## config.mk

```make
export PLATFORM = sky130hd
export DESIGN_NAME = song_recorder_flat
export DESIGN_NICKNAME = d
export VERILOG_FILES = /design/src/rtl/song_rd_if.sv /design/src/rtl/song_recorder.sv /design/src/flat_wrapper.sv
export SDC_FILE = /design/constraint.sdc
export NUM_CORES = 1
export LEC_CHECK = 0
export CORE_MARGIN = 4
export CORE_UTILIZATION = 60
export DETAILED_ROUTE_END_ITERATION = 16
export PLACE_DENSITY = 0.77
export SLEW_MARGIN = 15
export SYNTH_ARGS = -nofsm -noshare
export SYNTH_HDL_FRONTEND = slang
export SYNTH_SLANG_ARGS = --single-unit
```

## constraint.sdc

```tcl
create_clock -name clk -period 5.6 [get_ports clk]
set_input_delay 0.84 -clock clk [delete_from_list [all_inputs] [get_ports clk]]
set_output_delay 0.84 -clock clk [all_outputs]
set_load 0.03 [all_outputs]
```

## src/rtl/song_rd_if.sv

```systemverilog
`default_nettype none
// ============================================================================
//  Module   : song_rd_if
//  Purpose  : Random-access read port of the song-data buffer. The playback
//             side is the master (issues reads), the recorder is the slave.
//  Revision : 1.0 - initial release
// ============================================================================
interface song_rd_if #(
  parameter int ADDR_BITS = 6,
  parameter int DATA_BITS = 13
);
  logic                 rd_en;
  logic [ADDR_BITS-1:0] rd_addr;
  logic [DATA_BITS-1:0] rd_data;
  logic                 rd_valid;

  modport master (output rd_en, output rd_addr, input  rd_data, input  rd_valid);
  modport slave  (input  rd_en, input  rd_addr, output rd_data, output rd_valid);
endinterface
`default_nettype wire

```

## src/rtl/song_recorder.sv

```systemverilog
`default_nettype none
// ============================================================================
//  Module   : song_recorder
//  Purpose  : Records live keyboard input (one-hot note + octave) as a list of
//             (octave, note, duration) entries, with a registered read port so
//             playback can stream the captured song like a stored one.
//  Revision : 1.0 - initial release
// ============================================================================
module song_recorder #(
  parameter int DEPTH     = 64,
  parameter int ADDR_BITS = 6,
  parameter int DUR_BITS  = 8,
  parameter int TICK_DIV  = 10
) (
  input  wire logic       clk,
  input  wire logic       reset,
  input  wire logic       tick,
  input  wire logic       start,
  input  wire logic       stop,
  input  wire logic [6:0] note_key,
  input  wire logic [1:0] octave,
  song_rd_if.slave        rd,
  output logic [ADDR_BITS:0] count,
  output logic            rec_active,
  output logic            done,
  output logic            full
);

  localparam int c_DATA_BITS = 5 + DUR_BITS;
  localparam int c_SUB_BITS  = (TICK_DIV > 1) ? $clog2(TICK_DIV) : 1;
  localparam logic [c_SUB_BITS-1:0] c_SUB_LAST = c_SUB_BITS'(TICK_DIV - 1);
  localparam logic [DUR_BITS-1:0]   c_DUR_MAX  = '1;
  localparam logic [ADDR_BITS:0]    c_LAST_CNT = (ADDR_BITS+1)'(DEPTH - 1);

  typedef enum logic [1:0] {
    S_IDLE       = 2'd0,
    S_WAIT_FIRST = 2'd1,
    S_RECORD     = 2'd2,
    S_DONE       = 2'd3
  } state_t;

  state_t                   r_state, w_state_nxt;
  logic [ADDR_BITS:0]       r_count, w_count_nxt;
  logic                     r_full, w_full_nxt;
  logic [4:0]               r_pend, w_pend_nxt;
  logic [DUR_BITS-1:0]      r_dur, w_dur_nxt;
  logic [c_SUB_BITS-1:0]    r_sub, w_sub_nxt;
  logic                     w_wr_en;
  logic [2:0]               w_note_idx;
  logic [4:0]               w_sym;
  logic [c_DATA_BITS-1:0]   r_mem [DEPTH];
  logic [c_DATA_BITS-1:0]   r_rd_data;
  logic                     r_rd_valid;

  // Encode the key bank: lowest pressed key wins, no key means rest (0).
  always_comb begin
    w_note_idx = 3'd0;
    for (int i = 6; i >= 0; i--) begin
      if (note_key[i]) w_note_idx = 3'(i + 1);
    end
  end

  assign w_sym = {octave, w_note_idx};

  // Next-state, duration timing and commit decision.
  always_comb begin
    w_state_nxt = r_state;
    w_count_nxt = r_count;
    w_full_nxt  = r_full;
    w_pend_nxt  = r_pend;
    w_dur_nxt   = r_dur;
    w_sub_nxt   = r_sub;
    w_wr_en     = 1'b0;
    case (r_state)
      S_IDLE, S_DONE: begin
        if (start) begin
          w_state_nxt = S_WAIT_FIRST;
          w_count_nxt = '0;
          w_full_nxt  = 1'b0;
        end
      end
      S_WAIT_FIRST: begin
        if (stop) begin
          w_state_nxt = S_DONE;
        end else if (note_key != 7'd0) begin
          w_state_nxt = S_RECORD;
          w_pend_nxt  = w_sym;
          w_dur_nxt   = '0;
          w_sub_nxt   = '0;
        end
      end
      S_RECORD: begin
        if (stop) begin
          // A trailing rest carries no musical content, so it is dropped.
          w_wr_en     = (r_dur != '0) && (r_pend[2:0] != 3'd0);
          w_state_nxt = S_DONE;
        end else if (w_sym != r_pend) begin
          // Sub-unit symbols are key bounce, not notes.
          w_wr_en    = (r_dur != '0);
          w_pend_nxt = w_sym;
          w_dur_nxt  = '0;
          w_sub_nxt  = '0;
        end else if (tick) begin
          if (r_sub == c_SUB_LAST) begin
            w_sub_nxt = '0;
            if (r_dur == c_DUR_MAX) begin
              // Long note: flush a max-length entry and keep counting.
              w_wr_en   = 1'b1;
              w_dur_nxt = DUR_BITS'(1);
            end else begin
              w_dur_nxt = r_dur + 1'b1;
            end
          end else begin
            w_sub_nxt = r_sub + 1'b1;
          end
        end
      end
      default: w_state_nxt = S_IDLE;
    endcase
    if (w_wr_en) begin
      w_count_nxt = r_count + 1'b1;
      if (r_count == c_LAST_CNT) begin
        w_full_nxt  = 1'b1;
        w_state_nxt = S_DONE;
      end
    end
  end

  // State and datapath registers.
  always_ff @(posedge clk or posedge reset) begin
    if (reset) begin
      r_state <= S_IDLE;
      r_count <= '0;
      r_full  <= 1'b0;
      r_pend  <= '0;
      r_dur   <= '0;
      r_sub   <= '0;
    end else begin
      r_state <= w_state_nxt;
      r_count <= w_count_nxt;
      r_full  <= w_full_nxt;
      r_pend  <= w_pend_nxt;
      r_dur   <= w_dur_nxt;
      r_sub   <= w_sub_nxt;
    end
  end

  // Entry storage; pending symbol and duration are captured before update.
  always_ff @(posedge clk) begin
    if (w_wr_en) r_mem[r_count[ADDR_BITS-1:0]] <= {r_pend, r_dur};
  end

  // Registered read port; reads beyond the committed count return zero.
  always_ff @(posedge clk or posedge reset) begin
    if (reset) begin
      r_rd_data  <= '0;
      r_rd_valid <= 1'b0;
    end else if (rd.rd_en) begin
      if ({1'b0, rd.rd_addr} < r_count) begin
        r_rd_data  <= r_mem[rd.rd_addr];
        r_rd_valid <= 1'b1;
      end else begin
        r_rd_data  <= '0;
        r_rd_valid <= 1'b0;
      end
    end else begin
      r_rd_valid <= 1'b0;
    end
  end

  assign rd.rd_data  = r_rd_data;
  assign rd.rd_valid = r_rd_valid;
  assign count       = r_count;
  assign full        = r_full;
  assign rec_active  = (r_state == S_WAIT_FIRST) || (r_state == S_RECORD);
  assign done        = (r_state == S_DONE);

endmodule
`default_nettype wire

```

## src/flat_wrapper.sv

```systemverilog
// flat-port wrapper written by rule: the top's interface ports become plain ports
module song_recorder_flat 
#(
  parameter int DEPTH     = 64,
  parameter int ADDR_BITS = 6,
  parameter int DUR_BITS  = 8,
  parameter int TICK_DIV  = 10
)
  (clk, reset, tick, start, stop, note_key, octave, count, rec_active, done, full, rd_rd_en, rd_rd_addr, rd_rd_data, rd_rd_valid);
  song_rd_if #(.ADDR_BITS(ADDR_BITS), .DATA_BITS((13))) rd_i ();
  input  wire logic clk;
  input  wire logic reset;
  input  wire logic tick;
  input  wire logic start;
  input  wire logic stop;
  input  wire logic [6:0] note_key;
  input  wire logic [1:0] octave;
  output logic [ADDR_BITS:0] count;
  output logic rec_active;
  output logic done;
  output logic full;
  input wire logic [$bits(rd_i.rd_en)-1:0] rd_rd_en;
  input wire logic [$bits(rd_i.rd_addr)-1:0] rd_rd_addr;
  output wire logic [$bits(rd_i.rd_data)-1:0] rd_rd_data;
  output wire logic [$bits(rd_i.rd_valid)-1:0] rd_rd_valid;
  assign rd_i.rd_en = rd_rd_en;
  assign rd_i.rd_addr = rd_rd_addr;
  assign rd_rd_data = rd_i.rd_data;
  assign rd_rd_valid = rd_i.rd_valid;
  song_recorder #(.DEPTH(DEPTH), .ADDR_BITS(ADDR_BITS), .DUR_BITS(DUR_BITS), .TICK_DIV(TICK_DIV)) u_core (.clk(clk), .reset(reset), .tick(tick), .start(start), .stop(stop), .note_key(note_key), .octave(octave), .rd(rd_i), .count(count), .rec_active(rec_active), .done(done), .full(full));
endmodule
```

==> results of run 1 <==
report_power, final:
part           internal [mW]  switching [mW]
Sequential              7.48           0.134
Combinational          0.370           0.878
Clock                   3.13            2.36
kinds of logic (layout without fill, tap and decap cells):
family	Yosys count	in the layout	synth area share, %
mux	213	213	13.9
compound gates	241	241	4.78
fa+ha+maj	13	13	0.477
simple gates	183	183	2.90
flops	873	873	76.2
buf+inv	134	297	1.70
xor+xnor	2	2	0.0513
cell usage after synthesis, types with 3 or more instances:
cell      instances  share of area [%]
o31ai_1           3              0.066
nand3_1          13               0.19
nand2_1          24               0.26
o41ai_1           3              0.077
inv_1            39               0.43
mux2_2            3              0.099
nor4_1           14               0.26
buf_6             6               0.20
clkbuf_1         54               0.59
a22oi_1         104                2.3
a21o_1            3              0.066
buf_2            26               0.38
edfxtp_1        832                 73
nand2b_1          7               0.13
nor2_1           17               0.19
dfrtp_1          41                3.0
o211ai_1          5               0.11
buf_1             9              0.099
and3_1            6               0.11
o22ai_1          20               0.37
nor3_1           70                1.0
or3_1             9               0.16
a21oi_1          70                1.0
and2_1            4              0.073
mux4_2          208                 14
nand4_1           5              0.092
ha_1             13               0.48
nor2b_1           5              0.092
o21ai_0          17               0.25
layer usage:
layer / vias to the layer above / GRT usage [%] / wire, um
li1: 7182 / - / -
met1: 9203 / 39.5 / 30900
met2: 1232 / 40.2 / 37000
met3: 176 / 9.02 / 10000
met4: 0 / 8.79 / 2940
met5: - / 0 / 0
path summary, 6_finish.rpt:
kind	depth (start not counted)	end	startpoint	slack (ns)
max	6	u_core.r_mem[18][11]	u_core.r_pend[1]	1.25
min	2	u_core.full	u_core.full	0.50
max reg2reg	6	u_core.r_mem[18][11]	u_core.r_pend[1]	1.25
min reg2reg	2	u_core.full	u_core.full	0.50
max in group asynchronous	2	u_core.r_dur[7]	reset	4.10
min in group asynchronous	2	u_core.r_sub[2]	reset	0.79
stage by stage:
stage | util, % | area [um^2] | instances | power, mW | setup slack [ns]
floorplan | - | 34100 | 1659 | 8.42 | 1.60
global placement | 63.9 | 36000 | 2431 | 8.92 | 1.06
detailed placement | 63.9 | 36000 | 2431 | 8.97 | 0.905
CTS | 68.6 | 38700 | 2578 | 14.4 | 1.34
global route | 68.6 | 38700 | 2578 | 14.8 | 1.03
finish | 68.6 | 38700 | 2578 | 14.4 | 1.25
worst reg2reg max path, cell delays in order, from the launching register on:
cell,delay [ns]
dfrtp_2,0.98
nand2b_1,0.21
nor4_1,0.48
a211oi_4,0.14
o31ai_4,0.42
nand2_4,0.60
nor3_2,1.15
sequential cells by signal (all words and copies together), names as in the netlist:
register / count
u_core.r_mem: 832
u_core.rd.rd_valid: 1
u_core.r_pend: 5
u_core.rd.rd_data: 13
u_core.r_state: 2
u_core.r_sub: 4
u_core.r_dur: 8
u_core.count: 7
u_core.full: 1
cell usage in the layout (no fill, tap or decap), types with 16 or more instances in the layout:
cell type,count
edfxtp_1,832
mux4_2,208
a22oi_1,104
clkbuf_16,84
a21oi_1,70
nor3_2,61
buf_4,61
clkdlybuf4s50_1,42
inv_1,38
dfrtp_1,28
nand2_1,23
o22ai_1,20
clkinv_1,20
o21ai_0,17
nor2_1,16
area by class of cell:
| type | instances | share of cell area [%] |
|---|---|---|
| clock buffer | 99 | 5.60 |
| multi-input combinational | 652 | 20.5 |
| clock inverter | 48 | 1.21 |
| tap | 756 | 2.44 |
| timing repair buffer | 111 | 2.65 |
| sequential | 873 | 67.2 |
| inverter | 39 | 0.378 |
==> out/qor_table.md, run 1 <==
| Metric | Reported |
|---|---|
| Result of the run | complete, no violations |
| Main synth FF type | edfxtp_1 |
| Endpoints failing hold | 0 |
| Sequential fraction of the synthesis area | 76.2% |
| Post-CTS repair timing setup buffer count | 0 |
| Horiz. Die Dim | 247 um |
| Worst ir drop on vdd | 0.000437 V |
| Number of placed I/O pins | 45 |
| Post-layout nets | 1,793 |
| Port Buf Inserts | 44 |
| TNS Setup | 0 ns |
| Via count of the first global-routing pass | 18,100 |
| Endpoints failing setup | 0 |
| Maximum capacitance violations | 0 |
| Count of inserted antenna diode cells | 0 |
| Number of DRC markers after the initial detailed-route iteration | 2,521 |
| Largest fanout on the critical path | 47 |
| Tightest Hold Check Type | reg -> reg |
| Remaining DRCs | 0 |
| Clock tree from TritonCTS | done |
| CTS Root Cell | clkbuf_16 |
| Number of flops mapped to enable cells by yosys | 832 |
| Total area of multi-input combinational cells | 7920 um^2 |
| Detailed placer's ending HPWL | 47.1 mm |
| Initial antenna violation count | 0 |
| Number of slew-limit violations in the final report | 0 |
| Routability congestion estimate | 0.897 |
| Synth Area per Inst | 20.6 um^2 |
| FF/Latch Area | 26,000 um^2 |
| Top Family by Delay on Critical Path | simple AND/OR/NAND/NOR gates |
| Synth Cell Area | 34,100 um^2 |
| Clock buffer count from CTS | 82 |
| Row cnt | 87 |
| LEAKAGE | 12.3 nW |
| Flop and latch count out of synthesis | 873 |
| Initial cell density of the core | 60.5% |
| Setup crit start kind | flip-flop |
| CP Buf/Inv Count | 0 |
| Share of final-layout standard cells stronger than drive strength 1 | 26.8% |
| Vias post-DR | 17,800 |
| Power density over cell area | 371 nW/um^2 |
| Total GRT Usage | 27.3% |
| Global-route wire length before repair | 120 mm |
| Die Ht | 247 um |
| Post-synth ARST share | 4.70% |
| Maximum number of pins on one net before global-route repair | 72 |
| Htree depth | 3 |
| Number of clock sinks | 873 |
| Time the worst path needs with I/O delays and setup | 4.35 ns |
| Warnings, synthesis | 0 |
| Overall die area | 60,800 um^2 |
| Post-cts sizing count | 0 |
| DRT antenna net count | 0 |
| Clock skew after layout | 0.0206 ns |
| Arr. time, crit path | 4.59 ns |
| Layout area overhead | 13.4% |
| Drt via density | 6.90 |
| Post-CTS Hold Fix Bufs | 0 |
| Clock insertion delay at the later pin of the skew report | 0.63 ns |
| Routed wire length | 80.9 mm |
| FILL cells | 3,459 |
| RSZ-0062 raised after global routing | false |
| Worst Tran Pin Value | 1.28 ns |
| Detail-routed net length per standard cell | 31.4 um |
| Clk buf depth | 3 |
| Total global routing overflow | 0 |
| Final critical-path share of the clock period | 77.6% |
| Achievable Freq | 230 MHz |
| Initial DRT Pass Iterations | 5 |
| Floorplan core area | 56,400 um^2 |
| Max-slew headroom at the worst pin | 14.7% |
| Required arrival time at the worst endpoint | 5.85 ns |
| Mapped Nets | 1,693 |
| Stage delay of the slowest cell on the critical path | 1.11 ns |
| CP Capture Type | flip-flop |
| Classification of the worst setup path | reg -> reg |
| Minimum hold slack | 0.498 ns |
| Synth Instances | 1,659 |
| Clock-pin slew on the worst setup and hold paths | 0.06 ns |
| Number of distinct library cells after synthesis | 54 |
| Sequence of cells on the critical path | nand2b_1 > nor4_1 > a211oi_4 > o31ai_4 > nand2_4 > nor3_2 |
| Slowest library cell on the worst path | nor3_2 |
Note: power is estimated with default switching activity, not from simulation.
==> inputs of run 2 (changes only) <==
==> constraint.sdc (replaced) <==
create_clock -name clk -period 4.4 [get_ports clk]
set_input_delay 0.66 -clock clk [delete_from_list [all_inputs] [get_ports clk]]
set_output_delay 0.66 -clock clk [all_outputs]
set_load 0.03 [all_outputs]
==> out/qor_table.md, run 2 (synthesized netlist as in run 1, its figures left out) <==
| Metric | Reported | Change |
|---|---|---|
| Clk buf depth | 3 | unchanged |
| Clock buffer count from CTS | 81 | -1.2% |
| Clock insertion delay at the later pin of the skew report | 0.62 ns | about the same |
| Largest fanout on the critical path | 44 | -6.4% |
| Post-layout nets | 1,780 | -0.73% |
| Achievable Freq | 280 MHz | +22% |
| Detailed placer's ending HPWL | 49.0 mm | +3.9% |
| Port Buf Inserts | 44 | unchanged |
| Initial cell density of the core | 60.5% | unchanged |
| Number of slew-limit violations in the final report | 0 | unchanged |
| FILL cells | 3,416 | -1.2% |
| RSZ-0062 raised after global routing | false |  |
| Vias post-DR | 17,900 | +0.65% |
| Post-DP Area | 36,000 um^2 | -0.15% |
| Detail-routed net length per standard cell | 32.4 um | +3.2% |
| CTS Root Cell | clkbuf_16 |  |
| Number of DRC markers after the initial detailed-route iteration | 2,828 | +12% |
| LEAKAGE | 12.3 nW | -0.39% |
| Share of final-layout standard cells stronger than drive strength 1 | 26.7% | -0.15 points |
| Power density over cell area | 479 nW/um^2 | +29% |
| CP Capture Type | flip-flop |  |
| Maximum number of pins on one net before global-route repair | 67 | -6.9% |
| Core utilization of the finished layout | 68.7% | +0.082 points |
| TNS Setup | 0 ns | unchanged |
| Total GRT Usage | 28.0% | +0.76 points |
| Global-route wire length before repair | 122 mm | +1.3% |
| DRT antenna net count | 0 | unchanged |
| Count of inserted antenna diode cells | 0 | unchanged |
| Initial antenna violation count | 0 | unchanged |
| Required arrival time at the worst endpoint | 4.62 ns | -1.23 ns |
| Horiz. Die Dim | 247 um | unchanged |
| Worst Setup Slack post-DPL | 0.271 ns | -0.634 ns |
| Drt via density | 6.98 | +1.1% |
| Final std cell area, no fill | 38,700 um^2 | +0.12% |
| Clock tree from TritonCTS | done |  |
| Number of clock sinks | 873 | unchanged |
| Total global routing overflow | 0 | unchanged |
| Minimum setup slack in the final design | 0.825 ns | -0.428 ns |
| Routability congestion estimate | 0.919 | +2.5% |
| Arr. time, crit path | 3.80 ns | -0.79 ns |
| Setup crit start kind | flip-flop |  |
| Endpoints failing setup | 0 | unchanged |
| Flip-flop count of the largest register after layout | 832 | unchanged |
| Clock skew after layout | 0.0285 ns | +0.00789 ns |
| Clock-pin slew on the worst setup and hold paths | 0.07 ns | about the same |
| Commonest cells after routing, fill and taps aside | edfxtp_1, mux4_2, a22oi_1 |  |
| Worst hold path cell count | 2 | unchanged |
| Overall die area | 60,800 um^2 | unchanged |
| Routed wire length | 83.0 mm | +2.7% |
| Via count of the first global-routing pass | 17,500 | -3.3% |
| Result of the run | complete, no violations |  |
| Tot Pwr | 18.6 mW | +29% |
| Number of placed I/O pins | 45 | unchanged |
| Number of cells traversed by the worst register-to-register path | 8 | +2 |
| Worst ir drop on vdd | 0.000505 V | +16% |
| Remaining DRCs | 0 | unchanged |
| Initial DRT Pass Iterations | 5 | unchanged |
| Max-slew headroom at the worst pin | 21.7% | +7.0 points |
| Layout area overhead | 13.5% |  |
| Time the worst path needs with I/O delays and setup | 3.58 ns | -0.772 ns |
| Endpoints failing hold | 0 | unchanged |
| Worst Tran Pin Value | 1.17 ns | -0.102 ns |
| Htree depth | 3 | unchanged |
| Classification of the worst setup path | reg -> reg |  |
| Post-cts sizing count | 0 | unchanged |
| Row cnt | 87 | unchanged |
| Final critical-path share of the clock period | 81.3% | +3.6 points |
| Maximum capacitance violations | 0 | unchanged |
| Tightest Hold Check Type | reg -> reg |  |
| Die Ht | 247 um | unchanged |
| Post-CTS Hold Fix Bufs | 0 | unchanged |
| Floorplan core area | 56,400 um^2 | unchanged |
| Post-CTS repair timing setup buffer count | 0 | unchanged |
| Most common cell after layout, fill and taps aside | edfxtp_1 |  |
-- run 2: routing by layer --
layer / part of all wire [%] / wire length (um) / GRT usage [%]
met2: 44 / 36300 / 39.2
met4: 3.3 / 2710 / 8.83
met1: 40 / 33000 / 44.0
met5: 0 / 0 / 0
met3: 13 / 11100 / 7.47
-- run 2: report_power, final --
group | switching, mW | total (mW) | internal (mW)
logic | 1.18 | 1.66 | 0.481
registers | 0.124 | 9.64 | 9.52
clock network | 3.00 | 7.25 | 4.25
total | 4.31 | 18.6 | 14.3
-- run 2: path summary, 6_finish.rpt --
path	from	end	slack, ns
min reg2reg	u_core.full	u_core.full	0.50
min	u_core.full	u_core.full	0.50
min in group asynchronous	reset	u_core.r_sub[1]	0.60
max	u_core.r_dur[0]	u_core.r_mem[35][10]	0.82
max reg2reg	u_core.r_dur[0]	u_core.r_mem[35][10]	0.82
max in group asynchronous	reset	u_core.r_pend[2]	3.06
-- run 2: cell type report --
cell class	instances	area (um^2)	share of cell area, %
clock buffer	101	2190	5.64
clock inverter	46	561	1.45
inverter	39	146	0.378
multi-input combinational	652	7910	20.4
sequential	873	26000	67.2
tap	756	946	2.44
timing repair buffer	99	975	2.52
-- run 2: worst max-delay path, stage by stage (launching register included) --
cell and delay, ns:
dfrtp_2 0.63, ha_1 0.27, and3_1 0.23, nand4_1 0.14
o21ai_0 0.37, o41a_4 0.24, nand2_4 0.07, buf_12 0.24
nor3_2 0.95
-- run 2: metrics by stage --
step / cells / hold slack [ns]
finish: 2566 / 0.497
global route: 2566 / 0.499
CTS: 2566 / 0.495
detailed placement: 2419 / 0.472
global placement: 2419 / 0.469
floorplan: 1659 / 0.538
==> inputs of run 3 (changes only) <==
==> constraint.sdc (replaced) <==
create_clock -name clk -period 3.6 [get_ports clk]
set_input_delay 0.54 -clock clk [delete_from_list [all_inputs] [get_ports clk]]
set_output_delay 0.54 -clock clk [all_outputs]
set_load 0.03 [all_outputs]
==> out/qor_table.md, run 3 (synthesized netlist as in run 1, its figures left out) <==
| Metric | Reported | Change |
|---|---|---|
| Result of the run | complete, no violations |  |
| Most common cell after layout, fill and taps aside | edfxtp_1 |  |
| Final std cell area, no fill | 39,100 um^2 | +0.86% |
| Stage delay of the slowest cell on the critical path | 0.91 ns | -0.04 ns |
| Power density over cell area | 590 nW/um^2 | +23% |
| Minimum setup slack in the final design | 0.435 ns | -0.390 ns |
| Count of inserted antenna diode cells | 0 | unchanged |
| Global-route wire length before repair | 126 mm | +3.1% |
| CP Buf/Inv Count | 3 | +2 |
| Overall die area | 60,800 um^2 | unchanged |
| Part of the power in combinational logic | 9.8% | +0.8 points |
| Routed wire length | 86.1 mm | +3.6% |
| Slowest library cell on the worst path | nor3_2 |  |
| GR Layer Usage met3 | 7.46% | -0.011 points |
| Number of slew-limit violations in the final report | 0 | unchanged |
| Post-CTS repair timing setup buffer count | 0 | unchanged |
| DRT antenna net count | 0 | unchanged |
| Total global routing overflow | 0 | unchanged |
| Flip-flop count of the largest register after layout | 832 | unchanged |
| Final critical-path share of the clock period | 87.9% | +6.7 points |
| Net switching share of the total power | 23.8% | +0.58 points |
| Proportion of power drawn by flip-flops and latches | 50.8% | -1.2 points |
| Maximum number of pins on one net before global-route repair | 68 | +1.5% |
| Clk buf depth | 3 | unchanged |
| Port Buf Inserts | 44 | unchanged |
| Detail-routed net length per standard cell | 33.2 um | +2.6% |
| NetSw | 5.49 mW | +27% |
| Number of cells traversed by the worst register-to-register path | 10 | +2 |
| Worst Setup Slack post-DPL | -0.222 ns | -0.493 ns |
| Top Family by Delay on Critical Path | simple AND/OR/NAND/NOR gates |  |
| Worst ir drop on vdd | 0.000726 V | +44% |
| Required arrival time at the worst endpoint | 3.85 ns | -0.77 ns |
| Clock-pin slew on the worst setup and hold paths | 0.06 ns | about the same |
| Number of DRC markers after the initial detailed-route iteration | 3,371 | +19% |
| Remaining DRCs | 0 | unchanged |
| Worst Tran Pin Value | 1.11 ns | -0.0637 ns |
| Placed Instances | 2,443 | +0.99% |
| Clock tree from TritonCTS | done |  |
| Initial DRT Pass Iterations | 6 | +1 |
| Number of clock sinks | 873 | unchanged |
| Largest fanout on the critical path | 31 | -30% |
| Clock insertion delay at the later pin of the skew report | 0.64 ns | +0.02 ns |
| Detailed placer's ending HPWL | 50.0 mm | +2.1% |
| Commonest cells after routing, fill and taps aside | edfxtp_1, mux4_2, a22oi_1 |  |
| Vias post-DR | 18,500 | +3.2% |
| Reg2reg start | u_core.r_sub[1] |  |
| Setup crit start kind | flip-flop |  |
| Met1 capacity usage during global routing | 46.5% | +2.5 points |
| Arr. time, crit path | 3.42 ns | -0.38 ns |
| CTS Root Cell | clkbuf_16 |  |
| Internal cell power | 17.6 mW | +23% |
| Start point of the critical path | u_core.r_sub[1] |  |
| Worst reg2reg endpoint | u_core.r_mem[5][10] |  |
| Sequence of cells on the critical path | inv_1 > ha_1 > and4b_1 > nand4_1 > o21ai_0 > buf_4 > o41a_4 > nand2_4 > buf_12 > nor3_2 |  |
| Met2 capacity usage during global routing | 39.8% | +0.52 points |
| Most congested layer reported by global routing | met1 |  |
| Floorplan core area | 56,400 um^2 | unchanged |
| Layout area overhead | 14.5% |  |
| Row cnt | 87 | unchanged |
| Final Non-Filler Cells | 2,592 | +1.0% |
| Classification of the worst setup path | reg -> reg |  |
| Max-slew headroom at the worst pin | 25.6% | +3.8 points |
| Endpoints failing setup | 0 | unchanged |
| Achievable Freq | 316 MHz | +13% |
| Routability congestion estimate | 1.01 | +9.6% |
| Die Ht | 247 um | unchanged |
| RSZ-0062 raised after global routing | false |  |
| Initial cell density of the core | 60.5% | unchanged |
| LEAKAGE | 12.4 nW | +1.2% |
| Total GRT Usage | 29.0% | +0.96 points |
| Tightest Hold Check Type | in -> async |  |
| Post-layout nets | 1,803 | +1.3% |
| Post-CTS Hold Fix Bufs | 0 | unchanged |
| Clock skew after layout | 0.0324 ns | +0.00393 ns |
| Horiz. Die Dim | 247 um | unchanged |
| Number of cells on the critical path | 10 | +2 |
| Initial antenna violation count | 3 | +3 |
| Htree depth | 3 | unchanged |
| Minimum hold slack | 0.468 ns | -0.0291 ns |
| Critical path endpoint | u_core.r_mem[5][10] |  |
| Clock network fraction of total power | 39.4% | +0.3 points |
| Minimum setup slack among reg-to-reg paths | 0.44 ns | -0.39 ns |
| Share of final-layout standard cells stronger than drive strength 1 | 28.4% | +1.7 points |
| CP Capture Type | flip-flop |  |
| Time the worst path needs with I/O delays and setup | 3.16 ns | -0.410 ns |
| Post-cts sizing count | 0 | unchanged |
| Drt via density | 7.13 | +2.1% |
| Endpoints failing hold | 0 | unchanged |
| Post-DP Area | 36,200 um^2 | +0.71% |
| Maximum capacitance violations | 0 | unchanged |
| Clock buffer count from CTS | 80 | -1.2% |
| Via count of the first global-routing pass | 17,700 | +1.4% |
| Number of placed I/O pins | 45 | unchanged |
## run 3: cell count changes in the layout (fill, tap and decap cells not counted)
cell / previous run / this run
buf_4: 46 / 64
buf_12: 9 / 15
clkbuf_1: 16 / 10
clkinv_1: 12 / 6
clkinvlp_4: 5 / 11
clkbuf_8: 1 / 3
clkinv_2: 9 / 11
inv_6: 4 / 6
bufinv_16: 12 / 13
clkbuf_16: 85 / 84
clkinv_4: 3 / 4
clkinv_8: 0 / 1
nor3_2: 63 / 64
nor3_4: 1 / 0
## run 3: cell type report
class,instances,area [um^2]
Clock buffer,96,2170
Clock inverter,53,666
Multi-Input combinational cell,652,7900
Timing Repair Buffer,123,1230
Fill cell,3360,17300
Tap cell,756,946
Inverter,39,146
Sequential cell,873,26000
## run 3: worst register-to-register path, cell delays in order (launching register included)
cell	delay, ns
dfrtp_1	0.39
inv_1	0.10
ha_1	0.21
and4b_1	0.25
nand4_1	0.12
o21ai_0	0.20
buf_4	0.16
o41a_4	0.14
nand2_4	0.08
buf_12	0.21
nor3_2	0.93
## run 3: power by group through the flow
stage / Combinational, mW / Clock [mW] / Sequential [mW]
after floorplan: 0.908 / 0 / 12.2
after global placement: 2.13 / 0 / 11.9
after detailed placement: 2.22 / 0 / 11.9
after CTS: 2.23 / 9.17 / 11.7
after global routing: 2.39 / 9.66 / 11.7
final: 2.26 / 9.10 / 11.7
## run 3: worst min path at each step
stage,endpoint,cells past startpoint,slack [ns]
final,u_core.full,2,0.47
after CTS,u_core.full,2,0.48
after detailed placement,u_core.full,2,0.48
after floorplan,u_core.r_state[0],2,0.54
after global placement,u_core.full,2,0.48
after global routing,u_core.full,2,0.53
## run 3: layer usage
layer	vias to the layer above	wire length, um
li1	7200	-
met3	204	12600
met2	1682	36800
met1	9387	33700
met5	-	26
met4	4	2910
## run 3: per-stage QoR
step / TNS, ns / utilization [%] / power, mW
3_3_place_gp: -6.43 / 64.3 / 14.0
2_1_floorplan: -18.16 / - / 13.1
5_1_grt: 0 / 69.3 / 23.8
3_5_place_dp: -102.38 / 64.3 / 14.1
4_1_cts: 0 / 69.3 / 23.1
6_report: 0 / 69.3 / 23.1
==> variant 1 (settings of run 1) <==
Register the input `note_key` before use, without a reset. The logic sees it one clock later. The other inputs are not delayed to match.
--- a/src/rtl/song_recorder.sv
+++ b/src/rtl/song_recorder.sv
@@ -39,6 +39,12 @@
     S_DONE       = 2'd3
   } state_t;
 
+  logic [6:0] note_key_q;
+
+  always_ff @(posedge clk) begin
+    note_key_q <= note_key;
+  end
+
   state_t                   r_state, w_state_nxt;
   logic [ADDR_BITS:0]       r_count, w_count_nxt;
   logic                     r_full, w_full_nxt;
@@ -56,7 +62,7 @@
   always_comb begin
     w_note_idx = 3'd0;
     for (int i = 6; i >= 0; i--) begin
-      if (note_key[i]) w_note_idx = 3'(i + 1);
+      if (note_key_q[i]) w_note_idx = 3'(i + 1);
     end
   end
 
@@ -82,7 +88,7 @@
       S_WAIT_FIRST: begin
         if (stop) begin
           w_state_nxt = S_DONE;
-        end else if (note_key != 7'd0) begin
+        end else if (note_key_q != 7'd0) begin
           w_state_nxt = S_RECORD;
           w_pend_nxt  = w_sym;
           w_dur_nxt   = '0;
Behaviour: same outputs for any inputs over 4 cycles, from zero or initial values and one cycle with reset high; that may be too few to reach the edited logic, so the function may still have changed.
==> variant 1 against run 1 <==
Sequential cell count rose by 7; worst setup slack improved by 0.021 ns; clock skew is 0.0059 ns higher; total power is 1.4% higher; wire length fell by 0.46%; clock power increased by 3%; synthesized area grew 0.76%; final area is 1.3% higher; critical path type unchanged; largest power group unchanged.
==> variant 1: results (changes against run 1) <==
Logic synthesis:
- The unique cell type count in the Yosys netlist is 65 (was 54).
- The average cell area after synthesis came to 20.5 sq um (was 20.6 sq um).
- Synth top area cells: sky130_fd_sc_hd__edfxtp_1 73%, sky130_fd_sc_hd__mux4_2 14%, sky130_fd_sc_hd__dfrtp_1 3.0% (unchanged).

Clocking:
- The number of buffers created by CTS is 85 (was 82).

Global routing:
- The largest net degree at the start of global routing is 90 (was 72).
- The first-pass GRT wire length is 121 mm (was 120 mm).
- The number of global-route vias before repair came to 18000 (was 18100).

Final layout:
- The proportion of cell area spent on the clock network was 6.99% (was 6.81%).
- The number of clock-tree buffers in the layout came to 103 (was 99).
- The total of fill cells in the finished design is 3385 (was 3459).
- The final-stage net count is 1817 (was 1793).
- The multi-input gate share of the layout cell area is 20.6% (was 20.5%).

Run status:
- Outcome: finished clean (unchanged).

Worst setup path:
- The number of cells traversed by the worst register-to-register path is 9 (was 6).
- The startpoint of the worst register-to-register path is u_core.r_dur[0] (was u_core.r_pend[1]).
- The reg-to-reg setup timing slack is 1.27 ns (was 1.25 ns).
- The worst-path maximum fanout is 67 (was 47).

Routing:
- The total met3 wirelength after detailed routing was 9.15 mm (was 10.0 mm).
- The total length of routed met2 wires is 38.6 mm (was 37.0 mm).
- The average detailed-routed wire length per instance is 30.9 um (was 31.4 um).

Place:
- The worst-case setup slack after placement is 1.40 ns (was 0.905 ns).
- The half-perimeter wire length of the detailed placement result was 46.1 mm (was 47.1 mm).
- The total placed cells including tap cells is 2452 (was 2431).
- The routability-driven placement congestion ratio is 0.913 (was 0.897).

Power and ir drop:
- The standby leakage power came to 0.0125 uW (was 0.0123 uW).
- The internal power is 11200 uW (was 11000 uW).

Timing:
- The headroom to the max-slew limit is 22.3% (was 14.7%).
==> variant 1: changes by cell type after synthesis, sizes merged, moves of 7 or more <==
cell    before  now
nor3        70   43
nor4        15   42
o22ai       20    3
nor3b        0   14
o32ai        1   14
clkbuf      54   64
a21oi       70   61
dfxtp        0    7
==> variant 1: metal layers <==
layer  up-vias  GRT usage [%]
li1       7306              -
met1      9400           39.9
met2      1197           41.3
met3       147           6.60
met4         2           6.95
met5         -              0
==> variant 1: metrics by stage <==
stage,utilization [%],hold WS (ns),total power (uW),instance area (sq um)
final,69.2,0.514,14600,39200
after global routing,69.2,0.534,15000,39200
after CTS,69.2,0.501,14600,39200
after detailed placement,64.4,0.473,9030,36400
after global placement,64.4,0.466,8980,36400
after floorplan,-,0.443,8480,34400
==> variant 1: power groups by stage <==
stage          Combinational [uW]  Sequential (uW)  Clock (uW)
3_5_place_dp                 1190             7840           0
5_1_grt                      1290             7710        6020
6_report                     1210             7700        5650
3_3_place_gp                 1150             7830           0
2_1_floorplan                 561             7920           0
4_1_cts                      1200             7700        5720
==> variant 1: how the worst max path moves through the flow <==
stage                                 endpoint  slack, ns  depth (start not counted)
after floorplan            u_core.r_mem[61][0]       1.10                          8
after global placement     u_core.r_mem[59][3]       1.48                          9
after detailed placement  u_core.r_mem[52][10]       1.40                          9
after CTS                  u_core.r_mem[44][0]       1.29                          9
after global routing       u_core.r_mem[52][3]       0.99                          9
final                      u_core.r_mem[52][2]       1.27                          9
==> variant 1: cells by family after synthesis <==
family	Yosys count	share of synthesized area, %
multiplexers	217	13.9
AO/OA/AOI/OAI	230	4.60
adder cells (fa/ha/maj)	13	0.473
XOR/XNOR	3	0.0764
flip-flops	880	76.0
buffers and inverters	137	1.67
AND/OR/NAND/NOR	196	3.25
==> variant 2 (settings of run 1) <==
Made on the original files. `DEPTH` is set to 64 in 2 places; all go to 32.
--- a/src/rtl/song_recorder.sv
+++ b/src/rtl/song_recorder.sv
@@ -7,7 +7,7 @@
 //  Revision : 1.0 - initial release
 // ============================================================================
 module song_recorder #(
-  parameter int DEPTH     = 64,
+  parameter int DEPTH     = 32,
   parameter int ADDR_BITS = 6,
   parameter int DUR_BITS  = 8,
   parameter int TICK_DIV  = 10
--- a/src/flat_wrapper.sv
+++ b/src/flat_wrapper.sv
@@ -1,7 +1,7 @@
 // flat-port wrapper written by rule: the top's interface ports become plain ports
 module song_recorder_flat 
 #(
-  parameter int DEPTH     = 64,
+  parameter int DEPTH     = 32,
   parameter int ADDR_BITS = 6,
   parameter int DUR_BITS  = 8,
   parameter int TICK_DIV  = 10
Formal check against the unedited RTL: same outputs for any inputs over 4 cycles, from zero or initial values and one cycle with reset high; that may be too few to reach the edited logic, so the function may still have changed.
==> variant 2 against run 1 <==
Via count is 46% lower; hold slack better by 0.040 ns; final area is 46% lower; sequential cell count is 416 lower; combinational power is 31% lower; total power is 46% lower; wire length is 47% lower; worst setup slack better by 0.46 ns; cell count is 46% lower; synthesized area is 46% lower; critical path type unchanged.
==> variant 2: results (changes against run 1) <==
Run status:
- Outcome: finished clean (unchanged).

Clocking:
- The CTS H-tree depth is 2 (was 3).
- The latest clock arrival within the worst-skew pair is 0.53 ns (was 0.63 ns).
- The number of buffers created by CTS is 44 (was 82).

Final layout:
- The flip-flop count of the largest register, all copies and words added is 416 (was 832).
- The total of fill cells in the finished design was 1832 (was 3459).
- The fraction of layout cells with a size suffix above 1 was 23.0% (was 26.8%).
- The final-stage net count came to 1003 (was 1793).

Timing:
- The headroom to the max-slew limit is 30.1% (was 14.7%).
- The clock tree skew after final layout is 0.0182 ns (was 0.0206 ns).
- The timing-limited maximum frequency is 257 MHz (was 230 MHz).

Power and ir drop:
- The largest vdd supply drop is 0.349 mV (was 0.437 mV).
- The standby leakage power is 0.00688 uW (was 0.0123 uW).

Logic synthesis:
- Top cells by count, synth: 416 x sky130_fd_sc_hd__edfxtp_1, 130 x sky130_fd_sc_hd__mux4_2, 41 x sky130_fd_sc_hd__dfrtp_1, 35 x sky130_fd_sc_hd__and3_1, 33 x sky130_fd_sc_hd__inv_1 (was 832 x sky130_fd_sc_hd__edfxtp_1, 208 x sky130_fd_sc_hd__mux4_2, 104 x sky130_fd_sc_hd__a22oi_1, 70 x sky130_fd_sc_hd__a21oi_1, 70 x sky130_fd_sc_hd__nor3_1).
- The number of synthesized flops with an enable pin was 416 (was 832).
- The share of synthesized registers carrying an async set or reset is 8.97% (was 4.70%).
- The unique cell type count in the Yosys netlist was 61 (was 54).
- Synth top area cells: sky130_fd_sc_hd__edfxtp_1 68%, sky130_fd_sc_hd__mux4_2 16%, sky130_fd_sc_hd__dfrtp_1 5.5% (was sky130_fd_sc_hd__edfxtp_1 73%, sky130_fd_sc_hd__mux4_2 14%, sky130_fd_sc_hd__dfrtp_1 3.0%).
- The part of the Yosys area used for sequential elements was 73.0% (was 76.2%).

Place:
- The worst-case setup slack after placement came to 1.28 ns (was 0.905 ns).
- The routability-driven placement congestion ratio is 0.834 (was 0.897).
- The half-perimeter wire length of the detailed placement result came to 25.7 mm (was 47.1 mm).

Global routing:
- The first-pass GRT wire length came to 63.5 mm (was 120 mm).
- The largest net degree at the start of global routing is 62 (was 72).
- The number of global-route vias before repair is 9372 (was 18100).
- The number of antenna violations at the first check in global routing was 3 (was 0).
- The total routing resource utilization after global routing came to 26.0% (was 27.3%).

Routing:
- The iteration-0 DRC count of the detailed router is 1293 (was 2521).
- The average detailed-routed wire length per instance is 30.4 um (was 31.4 um).
- The average via count per standard cell was 6.90 (about the same).

Worst setup path:
- The reg-to-reg setup timing slack is 1.71 ns (was 1.25 ns).
- The arrival time of data at the critical path endpoint came to 4.04 ns (was 4.59 ns).
## variant 2: changes by cell type after synthesis, moves of 14 or more
cell and change:
sky130_fd_sc_hd__edfxtp_1 -416, sky130_fd_sc_hd__a22oi_1 -104, sky130_fd_sc_hd__a21oi_1 -64, sky130_fd_sc_hd__nor3_1 -56, sky130_fd_sc_hd__clkbuf_1 -33, sky130_fd_sc_hd__buf_2 -18
sky130_fd_sc_hd__and3_1 +29, sky130_fd_sc_hd__mux4_2 -78, sky130_fd_sc_hd__mux2i_1 +14
## variant 2: worst paths after layout
check	to	start	depth (start not counted)
worst max-delay path	u_core.r_mem[21][0]	u_core.r_pend[1]	7
worst min-delay path	u_core.rd.rd_data[1]	u_core.rd.rd_data[1]	2
worst max register to register	u_core.r_mem[21][0]	u_core.r_pend[1]	7
worst min register to register	u_core.rd.rd_data[1]	u_core.rd.rd_data[1]	2
max in group asynchronous	u_core.r_dur[5]	reset	2
min in group asynchronous	u_core.r_sub[0]	reset	2
## variant 2: kinds of logic (layout without fill, tap and decap cells)
kind of cell | Yosys count | count (layout) | share of synthesized area, %
flops | 457 | 457 | 73.0
other cells | 0 | 1 | 0
compound gates | 83 | 83 | 3.32
xor+xnor | 3 | 3 | 0.142
buf+inv | 78 | 172 | 1.93
mux | 151 | 151 | 17.0
fa+ha+maj | 16 | 16 | 1.08
simple gates | 116 | 116 | 3.49
## variant 2: cell type report
class | instances | area share, %
antenna | 1 | 0.0121
multi-input combinational | 369 | 22.3
clock inverter | 20 | 1.09
timing repair buffer | 60 | 2.73
inverter | 34 | 0.615
clock buffer | 58 | 5.66
sequential | 457 | 65.2
tap | 396 | 2.39
## variant 2: stage by stage
stage,instance area (sq um),utilization (%),hold slack (ns),power (uW),instances
final,20800,68.0,0.538,7730,1395
after global routing,20800,68.0,0.568,7970,1394
after CTS,20800,68.0,0.537,7750,1394
after detailed placement,19400,63.4,0.520,4880,1316
after global placement,19400,63.4,0.517,4860,1316
after floorplan,18500,-,0.494,4530,904
## variant 2: layer usage
layer  part of all wire [%]  GRT usage, %
met5                  0.031             0
met4                    2.2          6.11
met3                     11          6.19
met2                     46          37.9
met1                     41          41.0
## variant 2: critical path, cell delays in order, from the launching register on
cell and delay, ns:
sky130_fd_sc_hd__dfrtp_1 0.91, sky130_fd_sc_hd__buf_4 0.39, sky130_fd_sc_hd__nor3_1 0.08, sky130_fd_sc_hd__a21oi_1 0.21
sky130_fd_sc_hd__o21a_1 0.28, sky130_fd_sc_hd__nand2_1 0.14, sky130_fd_sc_hd__o21ai_4 0.75, sky130_fd_sc_hd__and3_1 0.72
## variant 2: power by group
group	internal [uW]	switching (uW)
sequential	3890	66.8
combinational	303	555
clock	1710	1210
